<file path="src/rtl/gb_cart_reader.sv">
// Game Boy cartridge read engine: turns single-cycle byte requests into
// timed /CS, /RD and address cycles on the cartridge bus.
module gb_cart_reader #(
    parameter int SETUP_CYC  = 2,
    parameter int STROBE_CYC = 4,
    parameter int HOLD_CYC   = 1
) (
    input  logic        clk_8m,
    input  logic        rst,
    input  logic [15:0] rom_addr,
    input  logic        rom_rd,
    output logic [7:0]  rom_data,
    output logic        rom_bsy,
    output logic        rd_overrun,
    output logic [15:0] cart_a,
    input  logic [7:0]  cart_d_in,
    output logic        cart_nrd,
    output logic        cart_ncs,
    output logic        cart_nwr
);

    localparam int MAXC = (SETUP_CYC > STROBE_CYC)
                        ? ((SETUP_CYC > HOLD_CYC) ? SETUP_CYC : HOLD_CYC)
                        : ((STROBE_CYC > HOLD_CYC) ? STROBE_CYC : HOLD_CYC);
    localparam int CW = $clog2(MAXC + 1);

    localparam logic [CW-1:0] S_LD = CW'(SETUP_CYC - 1);
    localparam logic [CW-1:0] P_LD = CW'(STROBE_CYC - 1);
    localparam logic [CW-1:0] H_LD = CW'(HOLD_CYC - 1);

    typedef enum logic [1:0] {IDLE, SETUP, STROBE, HOLD} state_t;

    state_t        state_q, state_d;
    logic [CW-1:0] cnt_q, cnt_d;
    logic [15:0]   cart_a_q, cart_a_d;
    logic          nrd_q, nrd_d;
    logic          ncs_q, ncs_d;
    logic [7:0]    data_q, data_d;
    logic          ovr_q, ovr_d;
    logic          last;

    assign last = (cnt_q == '0);

    always_ff @(posedge clk_8m or posedge rst) begin
        if (rst) begin
            state_q  <= IDLE;
            cnt_q    <= '0;
            cart_a_q <= '0;
            nrd_q    <= 1'b1;
            ncs_q    <= 1'b1;
            data_q   <= '0;
            ovr_q    <= 1'b0;
        end else begin
            state_q  <= state_d;
            cnt_q    <= cnt_d;
            cart_a_q <= cart_a_d;
            nrd_q    <= nrd_d;
            ncs_q    <= ncs_d;
            data_q   <= data_d;
            ovr_q    <= ovr_d;
        end
    end

    always_comb begin
        state_d = state_q;
        cnt_d   = cnt_q;
        unique case (state_q)
            IDLE: begin
                if (rom_rd) begin
                    state_d = SETUP;
                    cnt_d   = S_LD;
                end
            end
            SETUP: begin
                if (last) begin
                    state_d = STROBE;
                    cnt_d   = P_LD;
                end else begin
                    cnt_d = cnt_q - 1'b1;
                end
            end
            STROBE: begin
                if (last) begin
                    state_d = HOLD;
                    cnt_d   = H_LD;
                end else begin
                    cnt_d = cnt_q - 1'b1;
                end
            end
            HOLD: begin
                if (last) begin
                    state_d = IDLE;
                    cnt_d   = '0;
                end else begin
                    cnt_d = cnt_q - 1'b1;
                end
            end
            default: begin
                state_d = IDLE;
                cnt_d   = '0;
            end
        endcase
    end

    // Bus outputs are computed one cycle ahead so every cart_* pin is a flop.
    always_comb begin
        cart_a_d = cart_a_q;
        nrd_d    = nrd_q;
        ncs_d    = ncs_q;
        data_d   = data_q;
        ovr_d    = ovr_q | (rom_rd & (state_q != IDLE));
        unique case (state_q)
            IDLE: begin
                nrd_d = 1'b1;
                if (rom_rd) begin
                    cart_a_d = rom_addr;
                    ncs_d    = (rom_addr < 16'hA000);
                end
            end
            SETUP: begin
                nrd_d = ~last;
            end
            STROBE: begin
                nrd_d = last;
                if (last) begin
                    data_d = cart_d_in;
                end
            end
            HOLD: begin
                nrd_d = 1'b1;
                if (last) begin
                    ncs_d = 1'b1;
                end
            end
            default: begin
                nrd_d = 1'b1;
                ncs_d = 1'b1;
            end
        endcase
    end

    assign rom_bsy    = (state_q != IDLE) | rom_rd;
    assign rom_data   = data_q;
    assign rd_overrun = ovr_q;
    assign cart_a     = cart_a_q;
    assign cart_nrd   = nrd_q;
    assign cart_ncs   = ncs_q;
    assign cart_nwr   = 1'b1;

endmodule

</file>
<file path="config.mk">
export PLATFORM = sky130hd
export DESIGN_NAME = gb_cart_reader
export DESIGN_NICKNAME = d
export VERILOG_FILES = /design/src/rtl/gb_cart_reader.sv
export SDC_FILE = /design/constraint.sdc
export NUM_CORES = 1
export LEC_CHECK = 0
export CORE_UTILIZATION = 46
export DETAILED_ROUTE_END_ITERATION = 8
export PLACE_DENSITY_LB_ADDON = 0.2
export SETUP_SLACK_MARGIN = 0.15
export SYNTH_ARGS = -nofsm -noshare
export SYNTH_HDL_FRONTEND = slang
export SYNTH_SLANG_ARGS = --single-unit
export TNS_END_PERCENT = 5
</file>
<file path="constraint.sdc">
create_clock -name clk_8m -period 3.4 [get_ports clk_8m]
set_input_delay 0.51 -clock clk_8m [delete_from_list [all_inputs] [get_ports clk_8m]]
set_output_delay 0.51 -clock clk_8m [all_outputs]
set_load 0.02 [all_outputs]
</file>
; After elaboration in Yosys (flattened, before gate mapping)
; Cells that the tools add are included.
; W data, S select, Z words.
[classes]
bitwise = 4
muxes = 13
addsub = 1
reduce_logical = 10
magnitude_cmp = 1
eq_ne = 7
[ops]
columns = operator, n
row1 = $lt A16 B16 Y1 const B, 1
row2 = $mux W3, 3
row3 = $pmux W3 S3, 1
row4 = $mux W2, 4
row5 = $ne A2 B2 Y1 const B, 4
row6 = $pmux W2 S4, 1
row7 = $eq A2 B2 Y1 const B, 2
row8 = $reduce_and A2 Y1, 2
row9 = $reduce_and A4 Y1, 1
row10 = $reduce_bool A2 Y1, 2
row11 = $reduce_or A2 Y1, 2
row12 = $logic_not A3 Y1, 1
row13 = $pmux W1 S3, 1
row14 = $reduce_and A3 Y1, 1
row15 = $sub A3 B1 Y3 const B, 1
row16 = $eq A2 B1 Y1 const B, 1
row17 = $logic_not A2 Y1, 1
row18 = $mux W1, 2
row19 = $or A1 B1 Y1, 2
row20 = $pmux W1 S2, 1
row21 = $and A1 B1 Y1, 1
row22 = $not A1 Y1, 1
[totals]
register_bits = 32
output_inout_bits = 29
word_cells = 43
input_bits = 27

; Longest topological paths before layout
[depth]
word_depth = 3
ltp_mapped = 6

; Least setup slack after synthesis
; Ideal clock, no wire load.
[synth_path]
path_kind = register to register
startpoint = register state_q[0]
endpoint = register state_q[1]
t_required_ns = 3.275
period_less_slack_ns = 1.632
stages_incl_launch_ff = 7
path_buffers = 1
arrival_ns = 1.508
setup_slack_ns = 1.768
setup_time_ns = 0.125
path_cell_list = dfrtp_1 -> inv_1 -> ha_1 -> buf_4 -> nand2b_1 -> o21a_1 -> mux2_2
[synth_between]
elab_chain_cells = 3
[synth_rtl]
columns = item, line
row1 = from (decl), 33  ; state_t state_q, state_d;
row2 = from (signal assigned), 54  ; state_q <= state_d;
row3 = "$eq A2 B1 Y1, or another cell as far along", 67  ; unique case (state_q)
row4 = $ne A2 B2 Y1 (no line), --
row5 = $reduce_and A4 Y1 (no line), --
; Parallel ways exist; a longest one is shown, timed or not.
; A chain may end at the register's enable or synchronous reset.

; Worst setup path in the final report
[layout_path]
startpoint = register state_q[0]
endpoint = output port rom_bsy
[layout_between]
elab_chain_cells = 2
[layout_rtl]
columns = item, line
row1 = $reduce_bool A2 Y1, 142  ; assign rom_bsy = (state_q != IDLE) | rom_rd;
row2 = $or A1 B1 Y1, 142
row3 = to (decl), 13  ; output logic rom_bsy,
; Every way passes these cells.

==> metrics.txt <==
Rows=19; commonest non-fill, non-tap cell in the layout=clkdlybuf4s50_1; CP peak stage delay=0.64 ns; min Tclk post-route=2.46 ns; EDFF count, synth=0; Initial Utilization=50.0%; Reg-to-Reg End=state_q[1]; Int Pwr=0.00127 W; Max-Cap Viols=0; DRC=8; GR Overflow Total=0; hold_sp=rd_overrun; Fin Setup TNS=0 ns; Req. time, crit path=2.89 ns; I/O pin total=56; Area Growth Syn to Fin=41.4%; routed len/inst=14.7 um; CTS clk-pin slew, worst paths=0.10 ns; Clk network pwr share=9.9%; Hold Path Class=reg -> reg; clk sink count=32; antenna viol nets, final=0; synth unique cells=31; CTS tree=built; post-synthesis mux area share=21.9%; commonest cells after routing, fill and taps aside=clkdlybuf4s50_1 (54), dfrtp_1 (30), mux2_2 (17); CP cell instances=inv_1 > ha_1 > nand2b_1 > clkdlybuf4s50_1; register area share after synthesis=56.4%; Async SR Flop Fraction=100%; Hold Slack=0.474 ns; Worst Hold Depth=1; reg2reg setup slack=1.63 ns; final WL=2780 um; Worst R2R Path Depth=5; Seq cells post-synth=32; Iter 0 DRT Violations=28; failing checks=DRC; largest net degree at the start of global routing=33; vias in the first global route=950; CTS Buf Count=5; gpl congestion=0.845; syn nets=131; reg2reg start=state_q[0]; DRT Pass-1 Iters=6; main combinational cell family by area after synthesis=multiplexers; Critical-path top delay cell=clkdlybuf4s50_1; DP HPWL=2030 um; Die Footprint=3320 sq um; Post-CTS Setup Bufs=0; Post-CTS Resized=0; f_max=406 MHz; number of antenna violations at the first check in global routing=0; fraction of layout cells with a size suffix above 1=24.1%; P_leak=0.875 nW; CP arrival=1.95 ns; Final Cycle Share=72.4%; Synth Cell Area=1430 sq um; worst-skew pair later-pin latency=0.33 ns; Mapped Cells=100; Bufs on Longest Clock Path=2; CTS Hold Buffers Added=0; Post-Synth Adder-Cell Area=3.51%; Startpoint Class=flop; Synth Area in Compound Gates=7.11%; CP endpoint kind=primary output; status=finished with violations; Die W=57.7 um; final setup violation count=0; routed vias=976; sequential share of power=34.2%; fin nets=189; H-Tree Depth=2; worst min-delay path endpoint=rd_overrun; GR Util All Layers=18.4%; logic gate share of total power=56.0%; Synth Flop Type=dfrtp_1; input/output buffers=54; vias per cell=5.16; final hold violations=0; CORE AREA=2850 sq um; root buf cell=clkbuf_4; Post-Synth XOR/XNOR Area=0%; final core occ=70.7%; RSZ-0062 raised after global routing=false; first-pass GRT wire length=4390 um; Die H=57.7 um; syn avg cell area=14.3 sq um; # diodes=0; Slew Limit Fails=0; Final Skew=0.00905 ns; synthesis warning total=0; Worst IR Drop VDD=492 uV; kind of critical path=reg -> out; switching share of power=36.7%; worst-path fanout max=9; P_sw=0.000739 W; PD cells=998 nW/um^2; simple-gate share of the synthesized area=6.58%
## worst max-delay path, delay by kind of cell (launching register included)
family                   cells  cell delay [ns]
flip-flops                   1             0.41
buffers and inverters        2             0.72
adder cells (fa/ha/maj)      1             0.30
AND/OR/NAND/NOR              1             0.20
## synthesized netlist by cell type, types with 2 or more instances
cell | number | area (sq um)
o21ai_0 | 3 | 15.0
inv_1 | 5 | 18.8
nor2_1 | 3 | 11.3
dfstp_2 | 2 | 52.6
mux2_4 | 8 | 120
buf_4 | 3 | 22.5
ha_1 | 4 | 50.1
mux2_2 | 17 | 191
nand2b_1 | 3 | 18.8
nand2_1 | 2 | 7.51
dfrtp_1 | 30 | 751
## kinds of logic after synthesis
family                     Yosys count
other                                1
and+or+nand+nor                     15
DFF                                 32
adders and majority gates            4
buffers and inverters                9
muxes                               25
AOI/OAI and AO/OA                   14
## final cells by class
cell class              count  area, sq um
well taps                  31         38.8
fillers                   227          837
flip-flops and latches     32          803
repair buffers             55          548
clock inverters             1         5.00
clock buffers               6         41.3
multi-input cells          59          561
inverters                   5         18.8
## how the worst max path moves through the flow
stage,cells after the start,slack (ns),endpoint,from
5_1_grt,4,0.80,rom_bsy,state_q[0]
4_1_cts,4,0.92,rom_bsy,state_q[0]
3_3_place_gp,3,1.02,rom_bsy,rom_rd
6_report,4,0.94,rom_bsy,state_q[0]
3_5_place_dp,3,1.01,rom_bsy,rom_rd
2_1_floorplan,6,1.77,state_q[1],state_q[0]
## per-stage QoR
| step | setup WS, ns | total power [W] | instances | area [sq um] |
|---|---|---|---|---|
| global placement | 1.02 | 0.00179 | 182 | 1970 |
| detailed placement | 1.01 | 0.00183 | 182 | 1970 |
| CTS | 0.923 | 0.00203 | 189 | 2020 |
| global route | 0.798 | 0.00214 | 189 | 2020 |
| floorplan | 1.77 | 0.00141 | 100 | 1430 |
| finish | 0.937 | 0.00201 | 189 | 2020 |
## flip-flops by register name (all words and copies together), names as in the netlist
register,count
cart_ncs,1
rd_overrun,1
cart_nrd,1
cart_a,16
rom_data,8
cnt_q,3
state_q,2
## metal layers
| layer | share of wire, % | vias up | global-route usage [%] |
|---|---|---|---|
| met4 | 2.1 | 0 | 9.86 |
| met5 | 0 | - | 0 |
| met1 | 41 | 464 | 21.5 |
| li1 | - | 465 | - |
| met2 | 48 | 40 | 28.9 |
| met3 | 9.7 | 7 | 7.59 |
## power groups by stage
stage          Combinational [W]  Sequential (W)  Clock [W]
2_1_floorplan           0.000531        0.000882          0
3_3_place_gp             0.00111        0.000679          0
3_5_place_dp             0.00113        0.000697          0
4_1_cts                  0.00114        0.000689   0.000207
5_1_grt                  0.00120        0.000714   0.000223
6_report                 0.00113        0.000687   0.000199
No activity file was read; power rests on OpenSTA's default activity.
